--- src/rtl/pll_phase_sequencer.sv ---
// Phase-shift sequencer for a PLL reconfig slave: writes mode, DPS and start,
// then polls status until complete or timed out, tracking applied phase.
module pll_phase_sequencer #(
   parameter int TIMEOUT  = 4096,
   parameter int POLL_GAP = 8
) (
   input  logic        clk,
   input  logic        reset,
   input  logic        cmd_valid,
   output logic        cmd_ready,
   input  logic        cmd_updn,
   input  logic [4:0]  cmd_cntsel,
   input  logic [15:0] cmd_steps,
   output logic [5:0]  av_address,
   output logic        av_read,
   output logic        av_write,
   output logic [31:0] av_writedata,
   input  logic [31:0] av_readdata,
   input  logic        av_waitrequest,
   output logic        busy,
   output logic        done,
   output logic        err,
   output logic [31:0] phase_acc
);

   typedef enum logic [2:0] {
      IDLE, WR_MODE, WR_DPS, WR_START, RD_STATUS, POLL_WAIT, FINISH
   } state_t;

   localparam logic [31:0] TO_LAST  = 32'(TIMEOUT - 1);
   localparam logic [31:0] GAP_LAST = 32'(POLL_GAP - 1);

   state_t      state_q, state_d;
   logic [31:0] to_q, to_d;
   logic [31:0] gap_q, gap_d;
   logic        updn_q, updn_d;
   logic [4:0]  cntsel_q, cntsel_d;
   logic [15:0] steps_q, steps_d;
   logic [31:0] acc_q, acc_d;
   logic        done_q, done_d;
   logic        err_q, err_d;
   logic        rd_unused;

   assign rd_unused = ^av_readdata[31:1];

   always_ff @(posedge clk) begin
      if (!reset) begin
         state_q  <= IDLE;
         to_q     <= '0;
         gap_q    <= '0;
         updn_q   <= 1'b0;
         cntsel_q <= '0;
         steps_q  <= '0;
         acc_q    <= '0;
         done_q   <= 1'b0;
         err_q    <= 1'b0;
      end else begin
         state_q  <= state_d;
         to_q     <= to_d;
         gap_q    <= gap_d;
         updn_q   <= updn_d;
         cntsel_q <= cntsel_d;
         steps_q  <= steps_d;
         acc_q    <= acc_d;
         done_q   <= done_d;
         err_q    <= err_d;
      end
   end

   always_comb begin
      state_d      = state_q;
      to_d         = to_q;
      gap_d        = gap_q;
      updn_d       = updn_q;
      cntsel_d     = cntsel_q;
      steps_d      = steps_q;
      acc_d        = acc_q;
      done_d       = 1'b0;
      err_d        = 1'b0;
      cmd_ready    = 1'b0;
      av_read      = 1'b0;
      av_write     = 1'b0;
      av_address   = '0;
      av_writedata = '0;
      unique case (state_q)
         IDLE: begin
            cmd_ready = 1'b1;
            if (cmd_valid) begin
               updn_d   = cmd_updn;
               cntsel_d = cmd_cntsel;
               steps_d  = cmd_steps;
               state_d  = (cmd_steps == '0) ? FINISH : WR_MODE;
            end
         end
         WR_MODE: begin
            av_write     = 1'b1;
            av_writedata = 32'h1;
            if (!av_waitrequest) state_d = WR_DPS;
         end
         WR_DPS: begin
            av_write     = 1'b1;
            av_address   = 6'd6;
            av_writedata = {10'b0, updn_q, cntsel_q, steps_q};
            if (!av_waitrequest) state_d = WR_START;
         end
         WR_START: begin
            av_write     = 1'b1;
            av_address   = 6'd2;
            av_writedata = 32'h1;
            if (!av_waitrequest) begin
               state_d = RD_STATUS;
               to_d    = '0;
            end
         end
         RD_STATUS: begin
            av_read    = 1'b1;
            av_address = 6'd1;
            to_d       = to_q + 32'd1;
            // Timeout wins even over a read completing in the same cycle
            if (to_q == TO_LAST) begin
               state_d = IDLE;
               err_d   = 1'b1;
            end else if (!av_waitrequest) begin
               gap_d   = '0;
               state_d = av_readdata[0] ? FINISH : POLL_WAIT;
            end
         end
         POLL_WAIT: begin
            to_d  = to_q + 32'd1;
            gap_d = gap_q + 32'd1;
            if (to_q == TO_LAST) begin
               state_d = IDLE;
               err_d   = 1'b1;
            end else if (gap_q == GAP_LAST) begin
               state_d = RD_STATUS;
            end
         end
         FINISH: begin
            done_d  = 1'b1;
            state_d = IDLE;
            acc_d   = updn_q ? acc_q + {16'b0, steps_q}
                             : acc_q - {16'b0, steps_q};
         end
         default: state_d = IDLE;
      endcase
   end

   assign busy      = (state_q != IDLE);
   assign done      = done_q;
   assign err       = err_q;
   assign phase_acc = acc_q;

endmodule

--- config.mk ---
export PLATFORM = sky130hd
export DESIGN_NAME = pll_phase_sequencer
export DESIGN_NICKNAME = d
export VERILOG_FILES = /design/src/rtl/pll_phase_sequencer.sv
export SDC_FILE = /design/constraint.sdc
export NUM_CORES = 1
export LEC_CHECK = 0
export BUFFER_PORTS_ARGS = -buffer_cell sky130_fd_sc_hd__buf_2
export CAP_MARGIN = 20
export CELL_PAD_IN_SITES_DETAIL_PLACEMENT = 2
export CELL_PAD_IN_SITES_GLOBAL_PLACEMENT = 2
export CORE_UTILIZATION = 35
export DETAILED_ROUTE_END_ITERATION = 16
export PLACE_DENSITY = 0.85
export SLEW_MARGIN = 5
export SYNTH_ARGS = -nofsm -noshare
export SYNTH_HDL_FRONTEND = slang
export SYNTH_SLANG_ARGS = --single-unit
--- constraint.sdc ---
create_clock -name clk -period 7.1 [get_ports clk]
set_input_delay 0 -clock clk [delete_from_list [all_inputs] [get_ports clk]]
set_output_delay 0 -clock clk [all_outputs]
set_load 0.01 [all_outputs]
[Word level (Yosys, flattened, before mapping)]
Index checks and enable logic that the tools add are counted.
Storage, ports and cells
  register bits after elaboration: 123
  bits in latches: 0
  bits in writable memories: 0
  ROM bits: 0
  input port bits: 58
  output and inout port bits: 76
  word-level logic and storage cells: 65
  memories kept: 0
Operators by class
  $add $sub $neg: 4
  multipliers: 0
  div/mod/pow operators: 0
  order comparisons: 0
  eq/ne operators: 16
  shift-type cells: 0
  mux-type cells: 23
  bitwise gates (word level): 0
  reduce and logical (&&, ||, !) cells: 13
Operator list (count)
  $pmux W32 S2: 2
  $mux W32: 3
  $add A32 B1 Y32 const B: 2
  $pmux W22 S2: 1
  $add A32 B16 Y32: 1
  $eq A32 B12 Y1 const B: 1
  $eq A32 B3 Y1 const B: 1
  $sub A32 B16 Y32: 1
  $mux W3: 9
  $pmux W3 S6: 1
  $logic_not A16 Y1: 1
  $ne A2 B2 Y1 const B: 6
  $eq A3 B3 Y1 const B: 3
  $pmux W3 S3: 1
  $eq A3 B2 Y1 const B: 2
  $ne A3 B3 Y1 const B: 2
  $reduce_and A2 Y1: 3
  $reduce_and A6 Y1: 1
  $mux W1: 5
  $reduce_bool A2 Y1: 2
  $reduce_or A2 Y1: 2
  $eq A3 B1 Y1 const B: 1
  $logic_not A3 Y1: 1
  $reduce_and A3 Y1: 1
  other kinds (3): 3

[Longest topological paths before layout]
Gate-level depths: netlist (run 1).
  word-level depth: 4
  gate-level depth with buffers: 18
  mapped depth without buffers: 17

[Least setup slack after synthesis (run 1)]
No wires, ideal clock.
  kind: register to register
  start point: reg steps_q[7]
  end point: reg acc_q[28] (netlist: phase_acc[28])
  library setup time: 0.118 ns
  arrival: 4.330 ns
  path slack: 2.652 ns
  stages on the path, launching flop included: 19
  buffers on the path: 1
  cell sequence: dfxtp_1 > nor3_1 > nand2_1 > nor3_1 > and2_1 > clkbuf_1 > nor3b_1 > ha_1 > mux2_2 > ha_1 > a21oi_1 > o21ai_0 > a221o_1 > a21oi_1 > o32ai_1 > a2111oi_2 > a21oi_1 > xnor2_1 > o21ai_1
Between the ends
  cells in the longest elaborated chain, start to end: 2
  elaborated cells between the ends (all ways): 3
Ends and longest elaborated chain
  start, declared: RTL line 38  | logic [15:0] steps_q, steps_d;
  start signal, assigned: RTL line 63  | steps_q <= steps_d;
  $sub A32 B16 Y32 or $add A32 B16 Y32 (tied branches): RTL line 142, 141
  $mux W32 (*): RTL line 141  | acc_d = updn_q ? acc_q + {16'b0, steps_q}
  end signal, assigned: RTL line 54  | acc_q <= '0;
  end signal, assigned: RTL line 64  | acc_q <= acc_d;
  end, declared: RTL line 39  | logic [31:0] acc_q, acc_d;
Mark *: on every way between the ends. The rest lies on a longest branch, timed or not.
A chain may end at the register's enable or synchronous reset.

[Final worst setup path (run 1)]
Same ends and word-level chain as after synthesis.

==> impl_metrics.json, run 1 <==
{
  "p_per_area_mw_per_mm2": 299,
  "clockBufferDepth": 2,
  "cts_root_buf": "clkbuf_16",
  "cp_max_fo": 9,
  "gr-total-overflow": 0,
  "grtUsageTotal_pct": 28.4,
  "tns_ns": 0,
  "regToRegSetupSlack_ns": 1.33,
  "final_common_cell": "nand2_1",
  "syn_avg_cell_area_sq_um": 7.62,
  "critical_path.startpoint_type": "flop",
  "ys_seq_elements": 123,
  "grt_pass1_wl_microns": 47800,
  "gp_congestion": 0.825,
  "port-buffer-count": 89,
  "antenna_found_initial": 2,
  "drv_cap": 0,
  "rows": 53,
  "dp_hpwl_microns": 18200,
  "initial_core_util_pct": 35.7,
  "end_kind": "flop",
  "seqPwrFrac_pct": 28.9,
  "fin_skew_ns": 0.0137,
  "p_sw_share_pct": 39.9,
  "worst_skew_pair.late_latency_ns": 0.45,
  "drt-initial-drc-count": 300,
  "die_h_microns": 148,
  "max_freq_ghz": 0.173,
  "routed_via_density": 5.60,
  "synth_top_flop_cell": "dfxtp_1",
  "leakagePower_nw": 3.74,
  "core_area_sq_mm": 0.0210,
  "areaGrowthSynthToFinish_pct": 20.2,
  "numCtsBuffers": 17,
  "die_area_sq_mm": 0.0219,
  "hold_viol": 0,
  "synth_edf_count": 0,
  "synth_area_sq_mm": 0.00747,
  "switchingPower_mw": 1.07,
  "comb_power_share_pct": 34.9,
  "path_clk_slew_ns": 0.08,
  "layout_common_cells": "153 x nand2_1, 123 x dfxtp_1, 118 x nor2_1, 101 x a21oi_1, 89 x buf_2",
  "ant_nets": 0,
  "worst_ep_required_time_ns": 7.42,
  "drtPass1Iterations": 4,
  "clock-sinks": 123,
  "grt_max_degree": 61,
  "async_reset_ff_share_pct": 0,
  "timing.rr.start": "steps_q[7]$_SDFFE_PN0P_",
  "power_mw": 2.68,
  "min-delay-start": "av_readdata[0]",
  "ys_warn_count": 0,
  "min_path_type": "primary input to flop",
  "setup_violations": 0,
  "crit_start": "steps_q[7]$_SDFFE_PN0P_",
  "min_period_over_period_pct": 81.3,
  "tightest_slew_ns": 1.10,
  "fillers": 2417,
  "p_int_mw": 1.61,
  "arrival_ns": 6.10,
  "placed_cells": 1309,
  "relSlewSlack_pct": 26.3,
  "final_nets": 1174,
  "route.detailed.drc": 0,
  "min_period_ns": 5.77,
  "tritoncts": "done",
  "via_count": 7661,
  "avgRoutedWirePerCell_microns": 22.2,
  "grt_pass1_vias": 8527,
  "final_cells": 1368,
  "totalWireLength_microns": 30300,
  "drv_slew": 0,
  "ys_seq_area_share_pct": 33.0,
  "clkPwrFrac_pct": 36.2,
  "crit_type": "flop to flop",
  "holdWs_ns": 0.108,
  "pin_count": 134,
  "register_area_sq_mm": 0.00246,
  "rsz0062_at_grt": "no",
  "status": "completed",
  "postSynthCellCount": 980,
  "htree_levels": 4,
  "die_w_microns": 148,
  "drive_above_1_share_pct": 13.7,
  "ir_worst_vdd_mv": 0.122,
  "ys_types": 67,
  "cts_resized": 0,
  "multiInputGateArea_sq_mm": 0.00470
}
stage by stage:
stage | util (%) | instance area (sq um) | setup slack, ns
finish | 42.9 | 8980 | 1.33
global route | 42.9 | 8980 | 1.04
CTS | 42.7 | 8960 | 1.61
detailed placement | 38.7 | 8100 | 1.85
global placement | 38.7 | 8100 | 2.13
floorplan | - | 7520 | 2.65
repair_timing:
action	in CTS	in global routing
setup buffers	0	0
endpoints found under the setup margin	0	0
hold buffers	23	0
endpoints found under the hold margin	25	0
cell usage after synthesis, drive strengths merged (3+ instances only):
cell	number	area share, %
nand2	153	7.7
dfxtp	123	33
nor2	118	5.9
a21oi	101	6.8
xor2	55	6.4
clkbuf	37	1.9
ha	37	6.2
nand3	34	2.3
xnor2	33	3.9
o21ai	29	2.0
and2	28	2.4
inv	26	1.3
nor3	22	1.6
nor4	22	2.0
nand4	20	1.9
buf	17	1.7
or3	15	1.3
a31oi	14	1.4
and3	11	0.92
a21o	9	0.90
o21bai	9	0.90
nor2b	6	0.50
a211oi	5	0.50
o211ai	5	0.57
mux2i	4	0.54
o21a	4	0.40
o31ai	4	0.40
mux2	3	0.45
nand2b	3	0.25
or2	3	0.25
power groups by stage:
| stage | Clock (mW) | Sequential [mW] | Combinational [mW] |
|---|---|---|---|
| final | 0.970 | 0.775 | 0.937 |
| after global routing | 1.01 | 0.778 | 1.01 |
| after CTS | 0.967 | 0.766 | 0.896 |
| after detailed placement | 0 | 0.779 | 0.843 |
| after global placement | 0 | 0.777 | 0.811 |
| after floorplan | 0 | 0.751 | 0.642 |
worst max-delay path: stages, from the launching register on:
cell       delay, ns
dfxtp_1         0.38
nor3_1          0.48
nand2_1         0.16
nor3_1          0.86
and2_1          0.43
nor3b_1         0.27
ha_1            0.27
mux2_2          0.30
ha_1            0.36
a21oi_1         0.31
o21ai_0         0.20
a221o_1         0.36
a21oi_1         0.20
o32ai_1         0.17
a2111oi_2       0.50
a21oi_1         0.14
xnor2_1         0.17
o21ai_1         0.08
kinds of logic (layout without fill, tap and decap cells):
logic type | count (synthesis) | in the layout | synth area share (%)
DFF | 123 | 123 | 33.0
xor gates and xnor gates | 88 | 88 | 10.3
and+or+nand+nor | 443 | 443 | 28.2
buffers and inverters | 81 | 180 | 4.89
AOI/OAI and AO/OA | 199 | 199 | 16.2
muxes | 7 | 7 | 0.988
other | 1 | 15 | 0.0502
adders and majority gates | 38 | 38 | 6.46
layout make-up:
type,count,share of cell area [%]
antenna,2,0.0557
clock buffer,18,4.78
clock inverter,14,2.17
inverter,27,1.13
multi-input combinational,788,52.3
sequential,123,27.4
tap,275,3.83
timing repair buffer,121,8.32
sequential cells by signal, indices dropped and copies added (netlist names):
name       count
cntsel_q       5
done           1
err            1
gap_q         32
phase_acc     32
state_q        3
steps_q       16
to_q          32
updn_q         1
metal layers:
layer  track usage [%]  part of all wire [%]  up-vias
met5                 0                     0        -
met1              31.3                    40     3819
met3              4.97                   3.1       95
met4              18.7                   5.2        0
li1                  -                     -     3564
met2              50.1                    51      183
path summary, 6_finish.rpt:
check | depth (start not counted) | endpoint
max | 17 | phase_acc[28]$_SDFFE_PN0P_
min | 5 | state_q[0]$_SDFFE_PN0P_
max reg2reg | 17 | phase_acc[28]$_SDFFE_PN0P_
min reg2reg | 2 | phase_acc[19]$_SDFFE_PN0P_
No activity file was read; power rests on OpenSTA's default activity.
==> run 2, diff against run 1 <==
--- a/config.mk
+++ b/config.mk
@@ -9,9 +9,9 @@
 export CAP_MARGIN = 20
 export CELL_PAD_IN_SITES_DETAIL_PLACEMENT = 2
 export CELL_PAD_IN_SITES_GLOBAL_PLACEMENT = 2
-export CORE_UTILIZATION = 35
+export CORE_UTILIZATION = 32
 export DETAILED_ROUTE_END_ITERATION = 16
-export PLACE_DENSITY = 0.85
+export PLACE_DENSITY = 0.79
 export SLEW_MARGIN = 5
 export SYNTH_ARGS = -nofsm -noshare
 export SYNTH_HDL_FRONTEND = slang
==> constraint.sdc (replaced) <==
create_clock -name clk -period 5.52 [get_ports clk]
set_input_delay 0 -clock clk [delete_from_list [all_inputs] [get_ports clk]]
set_output_delay 0 -clock clk [all_outputs]
set_load 0.01 [all_outputs]
==> impl_metrics.json, run 2 (synthesis gave the netlist of run 1 again) <==
{
  "cp_max_fo": 9,
  "tritoncts": "done",
  "cpMostUsedCell": "a21oi_1",
  "avgRoutedWirePerCell_microns": 19.3,
  "hold_viol": 0,
  "arrival_ns": 5.33,
  "min-delay-start": "av_readdata[0]",
  "drive_above_1_share_pct": 13.7,
  "leakagePower_nw": 3.76,
  "drv_cap": 0,
  "clock-sinks": 123,
  "p_int_mw": 2.05,
  "htree_levels": 4,
  "switchingPower_mw": 1.28,
  "worst_skew_pair.late_latency_ns": 0.43,
  "postLayoutCoreUtil_pct": 39.7,
  "timing.rr.start": "steps_q[2]$_SDFFE_PN0P_",
  "fin_skew_ns": 0.00759,
  "drt-initial-drc-count": 234,
  "min_period_over_period_pct": 90.8,
  "regToRegSetupSlack_ns": 0.51,
  "grt_pass1_vias": 8068,
  "antenna_found_initial": 0,
  "routed_via_density": 5.29,
  "drtPass1Iterations": 4,
  "min_path_type": "primary input to flop",
  "slowest_stage": "nor4_1",
  "power_mw": 3.33,
  "ant_nets": 0,
  "grt_max_degree": 60,
  "crit_start": "steps_q[2]$_SDFFE_PN0P_",
  "crit_type": "flop to flop",
  "end_kind": "flop",
  "clkPwrFrac_pct": 35.7,
  "cts_root_buf": "clkbuf_16",
  "dp_hpwl_microns": 18100,
  "ir_worst_vdd_mv": 0.178,
  "cts_setup_buffers": 0,
  "route.detailed.drc": 0,
  "slowest_delay_ns": 0.57,
  "p_per_area_mw_per_mm2": 369,
  "crit_chain": "nor2_1 -> nand3_1 -> nor4_1 -> and2_1 -> nor3b_1 -> ha_1 -> mux2_2 -> ha_1 -> a21oi_1 -> o21ai_0 -> a221o_1 -> a21oi_1 -> o32ai_1 -> a2111oi_2 -> a21oi_1 -> xnor2_1 -> o21ai_1",
  "design_area_sq_mm": 0.00904,
  "critical_path.startpoint_type": "flop",
  "port-buffer-count": 89,
  "setup_violations": 0,
  "rsz0062_at_grt": "no",
  "worst_ep_required_time_ns": 5.84,
  "path_clk_slew_ns": 0.06,
  "final_nets": 1175,
  "min_period_ns": 5.01,
  "tightest_slew_ns": 1.04,
  "grt_pass1_wl_microns": 43800,
  "fillers": 2644,
  "seqPwrFrac_pct": 29.7,
  "gp_congestion": 0.841,
  "pin_count": 134,
  "tns_ns": 0,
  "final_cells": 1405,
  "via_count": 7435,
  "antenna_cells": 0,
  "layout_common_cells": "153 x nand2_1, 123 x dfxtp_1, 118 x nor2_1, 101 x a21oi_1, 89 x buf_2",
  "totalWireLength_microns": 27100,
  "die_area_sq_mm": 0.0240,
  "cts_resized": 0,
  "hold_buffers": 23,
  "clockBufferDepth": 2,
  "status": "completed",
  "final_common_cell": "nand2_1",
  "placed_cells": 1348,
  "drv_slew": 0,
  "areaGrowthSynthToFinish_pct": 20.9,
  "die_w_microns": 155,
  "max_freq_ghz": 0.200,
  "core_area_sq_mm": 0.0228,
  "numCtsBuffers": 17,
  "p_sw_share_pct": 38.5,
  "gr-total-overflow": 0,
  "placed_cell_area_sq_mm": 0.00816,
  "comb_power_share_pct": 34.6,
  "relSlewSlack_pct": 30.4,
  "rows": 55,
  "initial_core_util_pct": 32.8,
  "die_h_microns": 155,
  "grtUsageTotal_pct": 23.4
}
## run 2: changes by cell type in the layout (fill, tap and decap cells not counted), sizes merged
cell and delta:
clkbuf +1, inv +2, diode -2, clkinvlp -3, bufinv -1, buf +2
## run 2: path summary, 6_finish.rpt
kind | endpoint | cells after the start
min reg2reg | cntsel_q[3]$_SDFFE_PN0P_ | 2
min | state_q[0]$_SDFFE_PN0P_ | 5
max reg2reg | phase_acc[28]$_SDFFE_PN0P_ | 17
max | phase_acc[28]$_SDFFE_PN0P_ | 17
## run 2: power groups by stage
| stage | Clock [mW] | Combinational [mW] | Sequential, mW |
|---|---|---|---|
| after floorplan | 0 | 0.826 | 0.966 |
| after global placement | 0 | 1.05 | 1.00 |
| after detailed placement | 0 | 1.09 | 1.00 |
| after CTS | 1.20 | 1.13 | 0.985 |
| after global routing | 1.24 | 1.27 | 0.997 |
| final | 1.19 | 1.15 | 0.990 |
## run 2: routing by layer
layer  global-route usage [%]  up-vias  routed length [microns]
li1                         -     3572                        -
met5                        0        -                        0
met3                     3.45       46                      619
met4                     9.90        0                      650
met1                     27.0     3702                    11600
met2                     43.0      115                    14200
## run 2: area by class of cell
cell class / count / area [sq um] / share of cell area, %
sequential: 123 / 2460 / 27.3
tap: 313 / 392 / 4.33
multi-input combinational: 788 / 4700 / 52.0
inverter: 27 / 101 / 1.12
timing repair buffer: 122 / 774 / 8.57
clock inverter: 12 / 164 / 1.81
clock buffer: 20 / 447 / 4.94
## run 2: stage by stage
step                      setup WS [ns]  hold WS [ns]
after global routing              0.118         0.127
after floorplan                    1.07         0.136
after detailed placement          0.634         0.258
after CTS                         0.525        0.0602
after global placement            0.829         0.243
final                             0.508         0.108
## run 2: worst max-delay path: cells and delay by family (launching register included)
family                     cells  cell delay [ns]
and+or+nand+nor                5             1.55
AOI/OAI and AO/OA              8             1.88
adders and majority gates      2             0.62
xor gates and xnor gates       1             0.18
DFF                            1             0.35
muxes                          1             0.28
==> run 3, diff against run 2 <==
--- a/config.mk
+++ b/config.mk
@@ -11,6 +11,7 @@
 export CELL_PAD_IN_SITES_GLOBAL_PLACEMENT = 2
 export CORE_UTILIZATION = 32
 export DETAILED_ROUTE_END_ITERATION = 16
+export GPL_TIMING_DRIVEN = 0
 export PLACE_DENSITY = 0.79
 export SLEW_MARGIN = 5
 export SYNTH_ARGS = -nofsm -noshare
==> impl_metrics.json, run 3 (synthesis gave the netlist of run 1 again) <==
{
  "initial_core_util_pct": 32.8,
  "grt_pass1_wl_microns": 45100,
  "p_per_area_mw_per_mm2": 367,
  "avgRoutedWirePerCell_microns": 19.3,
  "final_cells": 1451,
  "port-buffer-count": 89,
  "drive_above_1_share_pct": 14.1,
  "fillers": 2666,
  "drt-initial-drc-count": 313,
  "status": "completed",
  "min_period_over_period_pct": 94.1,
  "ir_worst_vdd_mv": 0.202,
  "pin_count": 134,
  "finalWorstSetupSlack_ns": 0.324,
  "hold_viol": 0,
  "crit_end": "phase_acc[28]$_SDFFE_PN0P_",
  "grt_max_degree": 17,
  "worst_skew_pair.late_latency_ns": 0.43,
  "critical_path.startpoint_type": "flop",
  "reg2regPathDepth": 18,
  "cp_max_fo": 9,
  "htree_levels": 4,
  "placed_cells": 1394,
  "timing.rr.end": "phase_acc[28]$_SDFFE_PN0P_",
  "relSlewSlack_pct": 49.3,
  "drtPass1Iterations": 5,
  "postLayoutCoreUtil_pct": 40.5,
  "multiInputGateArea_sq_mm": 0.00471,
  "drv_cap": 0,
  "layout_common_cells": "153 x nand2_1, 123 x dfxtp_1, 118 x nor2_1, 101 x a21oi_1, 92 x buf_2",
  "final_common_cell": "nand2_1",
  "p_int_mw": 2.05,
  "drv_slew": 0,
  "dp_hpwl_microns": 19700,
  "p_sw_share_pct": 39.4,
  "tightest_slew_ns": 0.761,
  "seqPwrFrac_pct": 28.6,
  "clockBufferDepth": 2,
  "route.detailed.drc": 0,
  "grt_pass1_vias": 8397,
  "die_area_sq_mm": 0.0240,
  "regToRegSetupSlack_ns": 0.32,
  "die_h_microns": 155,
  "ant_nets": 0,
  "cts_setup_buffers": 0,
  "max_freq_ghz": 0.192,
  "via_count": 7634,
  "crit_start": "steps_q[8]$_SDFFE_PN0P_",
  "switchingPower_mw": 1.33,
  "gr-total-overflow": 0,
  "routed_via_density": 5.26,
  "die_w_microns": 155,
  "slowest_delay_ns": 0.48,
  "end_kind": "flop",
  "core_area_sq_mm": 0.0228,
  "setup_violations": 0,
  "crit_cells": 18,
  "rsz0062_at_grt": "no",
  "place_worst_setup_slack_ns": 0.0124,
  "cts_root_buf": "clkbuf_16",
  "holdWs_ns": 0.0229,
  "worst_ep_required_time_ns": 5.84,
  "clock-sinks": 123,
  "arrival_ns": 5.51,
  "slowest_stage": "a2111oi_2",
  "cp.buffers_inverters": 1,
  "gp_congestion": 0.869,
  "totalWireLength_microns": 28000,
  "tritoncts": "done",
  "timing.rr.start": "steps_q[8]$_SDFFE_PN0P_",
  "rows": 55,
  "crit_type": "flop to flop",
  "min_path_type": "primary input to flop",
  "clkPwrFrac_pct": 36.2,
  "min_period_ns": 5.20,
  "fin_skew_ns": 0.0143,
  "grtUsageTotal_pct": 24.1,
  "register_area_sq_mm": 0.00246,
  "final_nets": 1219,
  "crit_family": "compound AO/OA/AOI/OAI gates",
  "numCtsBuffers": 17,
  "leakagePower_nw": 3.84,
  "areaGrowthSynthToFinish_pct": 23.5,
  "path_clk_slew_ns": 0.06,
  "crit_chain": "nor3_1 -> nand2_1 -> nor3_4 -> and2_1 -> clkbuf_1 -> nor3b_1 -> ha_1 -> mux2_2 -> ha_1 -> a21oi_1 -> o21ai_0 -> a221o_1 -> a21oi_1 -> o32ai_1 -> a2111oi_2 -> a21oi_1 -> xnor2_1 -> o21ai_1",
  "cpMostUsedCell": "a21oi_1",
  "tns_ns": 0,
  "comb_power_share_pct": 35.2,
  "antenna_found_initial": 2
}
[run 3: tightest hold or removal path, stage by stage]
cell	delay [ns]
buf_2	0.14
nand3b_1	0.08
or3_1	0.09
o2111ai_1	0.09
[run 3: power groups by stage]
stage               clock network, mW  registers (mW)  logic [mW]
global placement                    0           0.981        1.10
floorplan                           0           0.966       0.826
detailed placement                  0           0.983        1.14
finish                           1.23           0.968        1.19
global route                     1.28           0.971        1.32
CTS                              1.24           0.964        1.17
[run 3: worst min path at each step]
stage                       start  cells past startpoint  slack [ns]                         end
floorplan           cmd_cntsel[0]                      2        0.14    cntsel_q[0]$_SDFFE_PN0P_
global placement    cmd_cntsel[1]                      3        0.25    cntsel_q[1]$_SDFFE_PN0P_
detailed placement       cmd_updn                      3        0.25         updn_q$_SDFFE_PN0P_
CTS                     cmd_valid                      4        0.01     steps_q[0]$_SDFFE_PN0P_
global route                reset                      4        0.04  phase_acc[31]$_SDFFE_PN0P_
finish                      reset                      4        0.02  phase_acc[31]$_SDFFE_PN0P_
[run 3: repair_timing]
action                                  in CTS  in global routing
pin swaps                                    0                  0
gates resized for setup                      1                  2
endpoints found under the hold margin       23                  0
hold buffers                                23                  0
endpoints found under the setup margin       1                  3
[run 3: cell type report]
type | count | area share (%)
clock buffer | 17 | 4.61
sequential | 123 | 26.7
inverter | 27 | 1.10
timing repair buffer | 112 | 7.32
buffer | 54 | 2.86
tap | 313 | 4.24
antenna | 2 | 0.0542
clock inverter | 15 | 2.16
multi-input combinational | 788 | 51.0
[run 3: through the flow]
stage | cell area, sq um | total power, mW
floorplan | 7520 | 1.79
global placement | 8350 | 2.08
detailed placement | 8350 | 2.12
CTS | 9210 | 3.38
global route | 9230 | 3.57
finish | 9230 | 3.39
[run 3: routing by layer]
layer  wire length, microns  share of wire, %  GRT usage (%)  vias to the layer above
met5                      0                 0              0                        -
met4                    657               2.3           8.02                        0
met3                    551               2.0           3.67                       42
met2                  14700                53           44.9                      111
met1                  12100                43           27.8                     3810
li1                       -                 -              -                     3671
